--- src/rtl/instruction_fetch.sv ---
// Instruction fetch stage: owns the PC, issues one memory read at a time, holds the word for decode.
// Define INSTRUCTION_FETCH_ALIGNMENT_CHECK_EN to trap on misaligned fetch addresses.
module instruction_fetch #(
    parameter logic [31:0] RESET_VECTOR = 32'h0000_0000
) (
    input  logic        clk,
    input  logic        reset_n,
    input  logic        next_pc_valid,
    input  logic [31:0] next_pc,
    output logic        memory_request_valid,
    output logic [31:0] memory_request_address,
    input  logic        memory_request_ready,
    input  logic        memory_response_valid,
    input  logic [31:0] memory_response_data,
    output logic        instruction_valid,
    output logic [31:0] instruction,
    output logic [31:0] program_counter_of_instruction,
    input  logic        instruction_ready,
    output logic [31:0] fetch_count,
    output logic        error,
    output logic [31:0] error_address
);

    typedef enum logic [2:0] {
        StStart,
        StFetchRequest,
        StFetchWait,
        StInstructionHold,
        StAwaitNextPc,
        StTrapped
    } state_e;

    state_e state;

`ifdef INSTRUCTION_FETCH_ALIGNMENT_CHECK_EN
    logic        error_q;
    logic [31:0] error_address_q;

    assign error         = error_q;
    assign error_address = error_address_q;
`else
    assign error         = 1'b0;
    assign error_address = 32'h0000_0000;
`endif

    always_ff @(posedge clk or negedge reset_n) begin
        if (!reset_n) begin
            state                          <= StStart;
            memory_request_valid           <= 1'b0;
            memory_request_address         <= RESET_VECTOR;
            instruction_valid              <= 1'b0;
            instruction                    <= 32'h0000_0000;
            program_counter_of_instruction <= RESET_VECTOR;
            fetch_count                    <= 32'h0000_0000;
`ifdef INSTRUCTION_FETCH_ALIGNMENT_CHECK_EN
            error_q                        <= 1'b0;
            error_address_q                <= 32'h0000_0000;
`endif
        end else begin
            case (state)
                StStart: begin
`ifdef INSTRUCTION_FETCH_ALIGNMENT_CHECK_EN
                    if (RESET_VECTOR[1:0] != 2'b00) begin
                        error_q         <= 1'b1;
                        error_address_q <= RESET_VECTOR;
                        state           <= StTrapped;
                    end else
`endif
                    begin
                        memory_request_address <= RESET_VECTOR;
                        memory_request_valid   <= 1'b1;
                        state                  <= StFetchRequest;
                    end
                end
                StFetchRequest: begin
                    // Address stays put until the handshake completes.
                    if (memory_request_ready) begin
                        memory_request_valid <= 1'b0;
                        state                <= StFetchWait;
                    end
                end
                StFetchWait: begin
                    if (memory_response_valid) begin
                        instruction                    <= memory_response_data;
                        program_counter_of_instruction <= memory_request_address;
                        instruction_valid              <= 1'b1;
                        state                          <= StInstructionHold;
                    end
                end
                StInstructionHold: begin
                    if (instruction_ready) begin
                        instruction_valid <= 1'b0;
                        fetch_count       <= fetch_count + 32'd1;
                        state             <= StAwaitNextPc;
                    end
                end
                StAwaitNextPc: begin
                    if (next_pc_valid) begin
`ifdef INSTRUCTION_FETCH_ALIGNMENT_CHECK_EN
                        if (next_pc[1:0] != 2'b00) begin
                            error_q         <= 1'b1;
                            error_address_q <= next_pc;
                            state           <= StTrapped;
                        end else begin
                            memory_request_address <= next_pc;
                            memory_request_valid   <= 1'b1;
                            state                  <= StFetchRequest;
                        end
`else
                        // Low bits dropped: fetch continues at the word-aligned address.
                        memory_request_address <= next_pc & 32'hFFFF_FFFC;
                        memory_request_valid   <= 1'b1;
                        state                  <= StFetchRequest;
`endif
                    end
                end
                StTrapped: begin
                    state <= StTrapped;
                end
                default: begin
                    state <= StStart;
                end
            endcase
        end
    end

endmodule

--- config.mk ---
export PLATFORM = sky130hd
export DESIGN_NAME = instruction_fetch
export DESIGN_NICKNAME = d
export VERILOG_FILES = /design/src/rtl/instruction_fetch.sv
export SDC_FILE = /design/constraint.sdc
export NUM_CORES = 1
export LEC_CHECK = 0
export CORE_MARGIN = 10
export CORE_UTILIZATION = 45
export DETAILED_ROUTE_END_ITERATION = 8
export PLACE_DENSITY = 0.92
export SYNTH_ARGS = -nofsm -noshare
export SYNTH_HDL_FRONTEND = slang
export SYNTH_SLANG_ARGS = --single-unit
--- constraint.sdc ---
create_clock -name clk -period 3.6 [get_ports clk]
set_input_delay 0.36 -clock clk [delete_from_list [all_inputs] [get_ports clk]]
set_output_delay 0.36 -clock clk [all_outputs]
set_load 0.01 [all_outputs]
# --- After elaboration in Yosys (flattened, before gate mapping) ---
# Cells that the tools add are included.
op_classes:
  add_sub_neg: 1
  n_eq_ne: 9
  muxes: 13
  reduce_logical: 10
op_table:
  columns: ["operator", "n"]
  rows:
  - ["case mux 32 bit (2 select lines)", 1]
  - ["adder 32 x 1 -> 32 bit, second input constant", 1]
  - ["two-way mux 32 bit", 1]
  - ["case mux 3 bit (6 select lines)", 1]
  - ["two-way mux 3 bit", 4]
  - ["!= test 2 bit, second input constant", 4]
  - ["equality test 3 x 2 -> 1 bit, second input constant", 2]
  - ["equality test 3 bit, second input constant", 2]
  - ["AND reduction 2 bit", 3]
  - ["AND reduction 3 bit", 2]
  - ["two-way mux 1 bit", 4]
  - ["AND reduction 4 bit", 1]
  - ["nonzero test 2 bit", 2]
  - ["equality test 3 x 1 -> 1 bit, second input constant", 1]
  - ["zero test 3 bit", 1]
  - ["case mux 1 bit (3 select lines)", 1]
  - ["nonzero test 3 bit", 1]
  - ["case mux 1 bit (2 select lines)", 1]
word_totals:
  reg_bits: 133
  in_bits: 70
  output_inout_bits: 163
  word_cells: 40

# --- Longest topological paths before layout ---
# Gate-level depths: netlist of run 1.
logic_depth:
  depth_word: 3
  mapped_depth: 6
  mapped_depth_nobuf: 5

# --- Least setup slack after synthesis of run 1 ---
# Ideal clock, no wire load.
synth_path:
  path_kind: "reg-to-reg"
  startpoint: "register state[2]"
  endpoint: "register instruction[10]"
  setup_time_ps: 125
  arrival_time_ps: 1608
  required_time_ps: 3475
  path_slack_ps: 1867
  stages_incl_launch_ff: 5
  n_path_buf: 2
  synth_period_minus_slack_ps: 1733
  cell_sequence: "dfrtp_1 buf_2 nor4_4 buf_6 mux2_4"
synth_via:
  elab_chain_len: 2
synth_lines:
  columns: ["item", "line", "rtl"]
  rows:
  - ["start, declared", "33", "state_e state;"]
  - ["start signal, assigned", "48", "state <= StStart;"]
  - ["start signal, assigned", "72", "state <= StFetchRequest;"]
  - ["start signal, assigned", "79", "state <= StFetchWait;"]
  - ["equality test 3 x 2 -> 1 bit", "60", "case (state)"]
  - ["AND reduction 2 bit (no line)", null, null]
  - ["end signal, assigned", "84", "instruction <= memory_response_data;"]
  - ["end, declared", "16", "output logic [31:0] instruction,"]
# Every way passes these cells.
# A chain may end at the register's enable or synchronous reset.

# --- Worst setup path in the final report of run 1 ---
layout_path:
  startpoint: "register state[1]"
  endpoint: "register instruction[22]"
# Same word-level chain as after synthesis.

==> results summary, run 1 <==
The number of sinks on the clock net came out at ~130. The worst setup path is captured at a flop. The maximum resistive drop on vdd came out at approximately 0.55 mV. Of the total power, the clock network draws ~28%. Entering global routing, the biggest net connects just under 70 pins. The kind of critical path is flop to flop. The critical path crosses 4 cells after its start point. The total via count after detailed routing is 3,776. The worst hold slack is roughly 16 ps. Setup repair after global routing left no endpoint under its margin.

The initial DRC count is about 200. The worst-margin pin slew is about 1200 ps. The number of standard cells after synthesis is 397. The hold violation total from the final report is 0. Walking the worst path, the cells encountered are inv_2, nor4_4, buf_12, mux2_2. The number of post-CTS setup repair buffers is 0. For this design, the slowest cell found on the critical path is nor4_4. The number of top-level pins is around 230. In the final layout, the share of cells above drive strength 1 is 15.2%. The worst max-slew margin expressed relative to the limit is between 20% and 30%. The run finished with clean final reports.

The total negative setup slack came out at 0 ps. The total routing resource utilization after global routing came out at roughly 17%. In this run the critical register-to-register path is captured at instruction[22]$_DFFE_PN0P_.

Of the total power, combinational logic draws around a third. TritonCTS built the clock tree. Dividing the detail-routed wire length by the instance count gives slightly below 20 µm. The final layout net count is about 660.

The number of nets with antenna violations after detailed routing is 0. Before antenna repair, the detailed router went through 4 iterations. The final period utilization came out at 62.0%. The most common cell after layout, fill and taps aside is clkdlybuf4s50_1.

Tracing the worst setup path back leads to its startpoint at state[1]$_DFFE_PN0P_. The endpoint arrival time on the critical path is approximately 2500 ps. The flip-flop and latch count after synthesis is between 100 and 150. The highest clock rate is between 400 and 500 MHz. The share of the Yosys chip area taken by registers is 59.4%. Across all register-to-register paths, the minimum setup slack is around 1400 ps. After clock tree synthesis, the clock-pin slew on the worst setup and hold paths is 60 ps. The least setup slack across all paths after layout came out at 1370 ps. Summing every instance area after synthesis gives approximately 5400 µm². The effective utilization at floorplan is a little under half. Net switching is roughly 30% of the power.

The design draws 6.19 mW. The cell area reported after detailed placement came out at between 7000 and 8000 µm². The distinct cell type count of the synthesized netlist is 36. The antenna cell count came out at 0. The reg-to-reg critical path startpoint is state[1]$_DFFE_PN0P_. The most critical setup path has its endpoint at instruction[22]$_DFFE_PN0P_.

The total of endpoints with negative setup slack in the final report is 0. The net switching power came out at between 1.5 and 2 mW. For this run, design rule violations remaining after detail routing come to 0.

The final weighted congestion in routability-driven placement is around 0.79. The largest single stage delay on the critical path is about 660 ps. For this run the aggregate overflow at the end of global routing stands at 0. The clock root buffer master is clkbuf_16. The count of buffers inserted at the top-level ports is 193. Using the TritonRoute via totals, the vias-per-cell ratio works out to 5.02. The count of placed standard cells including taps is 720.

The tightest min-delay check is of the primary input to asynchronous set/reset pin type. The full die area is approximately 17,000 µm². The number of warnings reported in the yosys synthesis log came out at 0. The number of placement rows is 40. In the layout the commonest cells are clkdlybuf4s50_1, dfrtp_1, mux2_2, conb_1, a22o_1. Per report_power, the sequential group accounts for 36.9% of the total.

The number of buffers and inverters on the critical path is 2. The worst setup slack after placement is roughly 1100 ps. The number of fillers in the final layout came out at between 800 and 900. The critical path data required time is 3890 ps. Detailed placement ended at an HPWL of roughly 11,000 µm. The cell leakage power is around 3.5 nW. The global-route wire length before repair came out at 22,600 µm. Across the routed clock network, the largest skew measured is about 6.5 ps. The post-route cell area came out at roughly 8000 µm².

The worst-skew pair later-pin latency is 410 ps. After clock tree synthesis, the flow added hold-fix buffers numbering 0. The number of max-cap violations came out at 0.

The average cell area after synthesis is ~14 µm². CTS built an H-tree with a depth of 4. Of all nets on the critical path, the largest fanout is 53. On the critical path the largest part of the delay comes from simple AND/OR/NAND/NOR gates. The worst register-to-register path has a depth of 4.

The number of global-route vias before repair is around 4,100. Post-CTS repair changed the size of 0 cells. The final cell utilization of the core is 66.5%. The internal portion of the total power is approximately 4.4 mW. STA classifies the critical path startpoint as a flop. The total clock buffers created by CTS came out at 17. After the flow finishes, the layout carries non-filler instances totaling ~750. The horizontal die dimension came out at around 130 µm. In this run the power density over the cells is 782 nW/µm². The area growth from synthesis to layout is 45.9%.

The chip height is between 100 and 150 µm. The number of antenna violations at the first check in global routing came out at 0. The core footprint came out at roughly 12,000 µm². The shortest period the worst path allows came out at about 2200 ps. The total wirelength of the detailed-routed design came out at around 14,000 µm. The final-report max-slew violation count is 0. The clock passes through at most 2 buffers.
## power groups by stage
stage | clock, mW | sequential [mW] | combinational [mW]
6_report | 1.74 | 2.28 | 2.17
5_1_grt | 1.84 | 2.35 | 2.32
4_1_cts | 1.76 | 2.29 | 2.21
3_5_place_dp | 0 | 2.31 | 2.19
3_3_place_gp | 0 | 2.26 | 2.14
2_1_floorplan | 0 | 2.46 | 0.773
## synth_stat cells
library cell / count / share of area [%]
dfrtp_1: 129 / 59
mux2_2: 40 / 8.3
buf_4: 37 / 5.1
a22o_1: 30 / 4.8
xnor2_1: 28 / 4.5
nand3_1: 17 / 1.6
nand2_1: 15 / 1.0
nand4_1: 13 / 1.5
mux2_1: 12 / 2.5
mux2_4: 10 / 2.8
and3_1: 8 / 0.92
buf_6: 8 / 1.7
clkbuf_1: 8 / 0.55
nor2_1: 8 / 0.55
a21oi_1: 4 / 0.37
buf_2: 4 / 0.37
xor2_1: 3 / 0.48
and2_1: 2 / 0.23
nand2b_1: 2 / 0.23
nor3_1: 2 / 0.18
o21ai_0: 2 / 0.18
a22oi_1: 1 / 0.14
and4_1: 1 / 0.16
conb_1: 1 / 0.069
ha_1: 1 / 0.23
inv_1: 1 / 0.069
inv_2: 1 / 0.069
mux2i_1: 1 / 0.18
nand4b_4: 1 / 0.44
nor2b_1: 1 / 0.12
nor3_2: 1 / 0.18
nor3b_1: 1 / 0.14
nor4_1: 1 / 0.12
nor4_2: 1 / 0.23
nor4_4: 1 / 0.39
o2bb2ai_1: 1 / 0.16
## flip-flops by register name (all words and copies together), names as in the netlist
signal                          count
memory_request_valid                1
program_counter_of_instruction     30
instruction                        32
instruction_valid                   1
state                               3
fetch_count                        32
memory_request_address             30
## metal layers
layer	global-route usage, %	routed length (µm)	vias up
li1	-	-	1711
met3	9.09	1750	18
met2	28.5	7060	178
met5	0	0	-
met1	18.4	5420	1869
met4	6.28	225	0
## final cells by class
class	count	area [µm²]	share of cell area, %
sequential	129	3230	40.8
clock inverter	14	165	2.09
timing repair buffer	197	1980	25.1
tap	147	184	2.32
inverter	2	7.51	0.0948
multi-input combinational	245	1910	24.1
clock buffer	18	439	5.55
## cell families after synthesis
family | after synthesis | synth area share, %
buffers and inverters | 59 | 7.83
adder cells (fa/ha/maj) | 1 | 0.230
flip-flops | 129 | 59.4
multiplexers | 63 | 13.7
XOR/XNOR | 31 | 5.00
AO/OA/AOI/OAI | 38 | 5.69
AND/OR/NAND/NOR | 75 | 8.00
other | 1 | 0.0691
## worst min-delay path by stage
stage,end,slack (ps),depth (start not counted)
after CTS,instruction[19]$_DFFE_PN0P_,50,1
after floorplan,fetch_count[0]$_DFFE_PN0P_,60,0
after detailed placement,instruction[23]$_DFFE_PN0P_,480,1
after global placement,fetch_count[31]$_DFFE_PN0P_,460,1
final,instruction[21]$_DFFE_PN0P_,20,1
after global routing,instruction[21]$_DFFE_PN0P_,70,1
Power figures use the tool's default switching activity.
==> run 2: changes to the inputs <==
CORE_UTILIZATION = 38   (was 45)
PLACE_DENSITY = 0.84   (was 0.92)
clock period = 1.9 ns   (was 3.6 ns; I/O delays follow)
==> run 2 against run 1 <==
  * Cell area is 1.5% higher
  * Final cell count is 5.5% higher
  * Worst hold slack better by 200 ps
  * Non-clock buffer count is 10 higher
  * Critical path depth is 1 lower
  * Clock-buffer cell count is 2 higher
  * Sequential cell count stayed put
  * Sequential power is 89% higher
  * Largest power group unchanged
  * Highest routed layer unchanged
==> results summary, run 2 (same netlist as run 1, synthesis figures left out) <==
The TritonCTS clock tree is built (unchanged). The via count normalized by instance count is 4.80 (was 5.02). The number of placement rows is 43 (was 40). The count of instances resized after the clock tree is built came to 0 (unchanged). The chip height came out at 140 µm (was 130 µm).

The peak per-stage delay on the critical path came out at 510 ps (was 660 ps). Status: completed (unchanged). RSZ-0062 raised after global routing: false (unchanged).

The most common cell after layout, fill and taps aside is clkdlybuf4s50_1 (unchanged). The number of sinks on the clock net came out at 129 (unchanged). The power density over cell area came to 1470 nW/µm² (was 782 nW/µm²). The cell leakage power is 3.57 nW (was 3.52 nW). The ratio of cells with drive above 1 in the final layout is 16.0% (was 15.2%). The sort of element at the start of the critical path is a flop (unchanged). The endpoint arrival time on the critical path came to 2080 ps (was 2530 ps).

The maximum clock skew at final layout came out at 5.52 ps (was 6.50 ps). Leading registers by flop count: fetch_count: 32 flops, instruction: 32 flops (unchanged). The fraction of met3 tracks used by global routing came out at 7.21% (was 9.09%). The number of antenna violations at the first check in global routing came out at 0 (unchanged). The first-pass iteration count of the detailed router came out at 4 (unchanged). The multi-input gate area in the final layout came out at 1910 µm² (unchanged). The shortest period the worst path allows came out at 1780 ps (was 2230 ps). The cell with the largest stage delay on the worst path was dfrtp_1 (was nor4_4). The number of top-level pins was 233 (unchanged). The number of cells on the worst reg-to-reg path came out at 3 (was 4).

The largest fanout on the critical path came out at 52 (was 53). The met2 demand-to-capacity share in global routing is 24.7% (was 28.5%). The total routing resource utilization after global routing came to 15.2% (was 17.2%).

The number of fillers in the final layout came out at 1,119 (was 867). The antenna cell count came out at 0 (unchanged). The average wire per cell in the routed design is 18.9 µm (was 19.2 µm). The overall overflow remaining after global route came to 0 (unchanged). The family with the most delay on the worst path is flip-flops (was simple AND/OR/NAND/NOR gates). The reg-to-reg critical path startpoint is state[2]$_DFFE_PN0P_ (was state[1]$_DFFE_PN0P_). The register-to-register path setup slack came out at 120 ps (was 1370 ps).

The most crowded layer after global routing is met2 (unchanged). The total via count after detailed routing came to 3,809 (was 3,776). The clock transition time at the flip-flop clock pins of the worst setup and hold paths came out at 60 ps (about the same). The initial DRC count came out at 211 (was 197). The capture instance of the worst register-to-register path is program_counter_of_instruction[31]$_DFFE_PN0P_ (was instruction[22]$_DFFE_PN0P_). The count of buffers inserted at the top-level ports came out at 193 (unchanged).

The CTS H-tree depth came out at 4 (unchanged). The final layout net count came out at 673 (was 663). The full die area came to 19,500 µm² (was 16,900 µm²). The total negative setup slack came to 0 ps (unchanged).

The global-route wire length before repair is 24,100 µm (was 22,600 µm). The number of post-CTS setup repair buffers came out at 0 (unchanged). The final period utilization came out at 93.7% (was 62.0%). The clock root buffer master is clkbuf_16 (unchanged). The final-report max-slew violation count came out at 0 (unchanged).

The number of remaining DRC errors is 0 (unchanged). The number of global-route vias before repair came to 4,272 (was 4,097). Cells along the critical path: nor4_4, buf_12, mux2_2 (was inv_2, nor4_4, buf_12, mux2_2). The kind of critical path is flop to flop (unchanged). The final weighted congestion in routability-driven placement is 0.884 (was 0.793).

The clock tree buffer depth came out at 2 (unchanged). The effective utilization at floorplan came out at 39.0% (was 45.6%). The highest clock rate is 561 MHz (was 448 MHz). The number of max-cap violations came out at 0 (unchanged). The area growth from synthesis to layout came out at 48.1% (was 45.9%). The total of endpoints with negative setup slack in the final report came out at 0 (unchanged).

The worst-skew pair later-pin latency is 410 ps (about the same). The worst hold-check path type is primary input to asynchronous set/reset pin (unchanged). The hold violation total from the final report came to 0 (unchanged).

The horizontal die dimension is 140 µm (was 130 µm). The number of buffer and inverter instances along the worst setup path came out at 1 (was 2). The critical path data required time came out at 2200 ps (was 3890 ps).

The final cell utilization of the core came out at 57.7% (was 66.5%). The worst hold slack came out at 216 ps (was 15.7 ps). The storage element area is 3230 µm² (unchanged). Most frequent cells in the layout: clkdlybuf4s50_1, dfrtp_1, mux2_2, conb_1, a22o_1 (unchanged). The maximum resistive drop on vdd is 0.783 mV (was 0.549 mV).

The number of buffers inserted for hold repair after clock tree synthesis is 1 (was 0). The number of nets with antenna violations after detailed routing was 0 (unchanged). The critical path capture point type is a flop (unchanged). The routing usage on met1 came to 17.4% (was 18.4%).

The total wirelength of the detailed-routed design is 15,000 µm (was 14,500 µm). The core footprint came to 13,900 µm² (was 11,900 µm²). The largest net degree at the start of global routing came out at 57 (was 68).

The total clock buffers created by CTS came out at 17 (unchanged). The final HPWL from detailed placement came out at 11,200 µm (was 10,800 µm).
## run 2: worst max-delay path by stage
stage,startpoint,end,slack (ps),cells after the start
floorplan,state[2]$_DFFE_PN0P_,instruction[10]$_DFFE_PN0P_,170,4
global placement,memory_response_valid,program_counter_of_instruction[31]$_DFFE_PN0P_,110,5
detailed placement,memory_response_valid,instruction[2]$_DFFE_PN0P_,40,5
CTS,state[2]$_DFFE_PN0P_,instruction[2]$_DFFE_PN0P_,110,3
global route,state[2]$_DFFE_PN0P_,program_counter_of_instruction[31]$_DFFE_PN0P_,50,3
finish,state[2]$_DFFE_PN0P_,program_counter_of_instruction[31]$_DFFE_PN0P_,120,3
## run 2: final cells by class
cell class | instances | area share [%]
inverters | 2 | 0.0934
multi-input cells | 245 | 23.8
well taps | 180 | 2.80
clock inverters | 10 | 1.70
clock buffers | 20 | 5.68
flip-flops and latches | 129 | 40.1
repair buffers | 207 | 25.8
## run 2: metrics by stage
| step | setup WS, ps | area (µm²) | power (mW) | std cells |
|---|---|---|---|---|
| 2_1_floorplan | 167 | 5570 | 6.13 | 433 |
| 3_3_place_gp | 115 | 7440 | 8.45 | 762 |
| 3_5_place_dp | 38.3 | 7440 | 8.64 | 762 |
| 4_1_cts | 110 | 8040 | 12.0 | 793 |
| 5_1_grt | 50.8 | 8040 | 12.4 | 793 |
| 6_report | 119 | 8040 | 11.8 | 793 |
## run 2: worst reg2reg max path: cells and delay by family, from the launching register on
family	cells	cell delay (ps)
DFF	1	510
muxes	1	440
and+or+nand+nor	1	400
buffers and inverters	1	320
## run 2: metal layers
layer	share of wire (%)	vias up
li1	-	1735
met1	41	1898
met2	49	160
met3	9.7	16
met4	1.1	0
met5	0	-
## run 2: power by group
| part | total (mW) | leakage [nW] | internal [mW] | switching (mW) |
|---|---|---|---|---|
| clock | 3.27 | 0.284 | 2.11 | 1.16 |
| sequential | 4.30 | 1.71 | 3.69 | 0.609 |
| combinational | 4.23 | 1.57 | 2.54 | 1.69 |
| total | 11.8 | 3.57 | 8.34 | 3.46 |
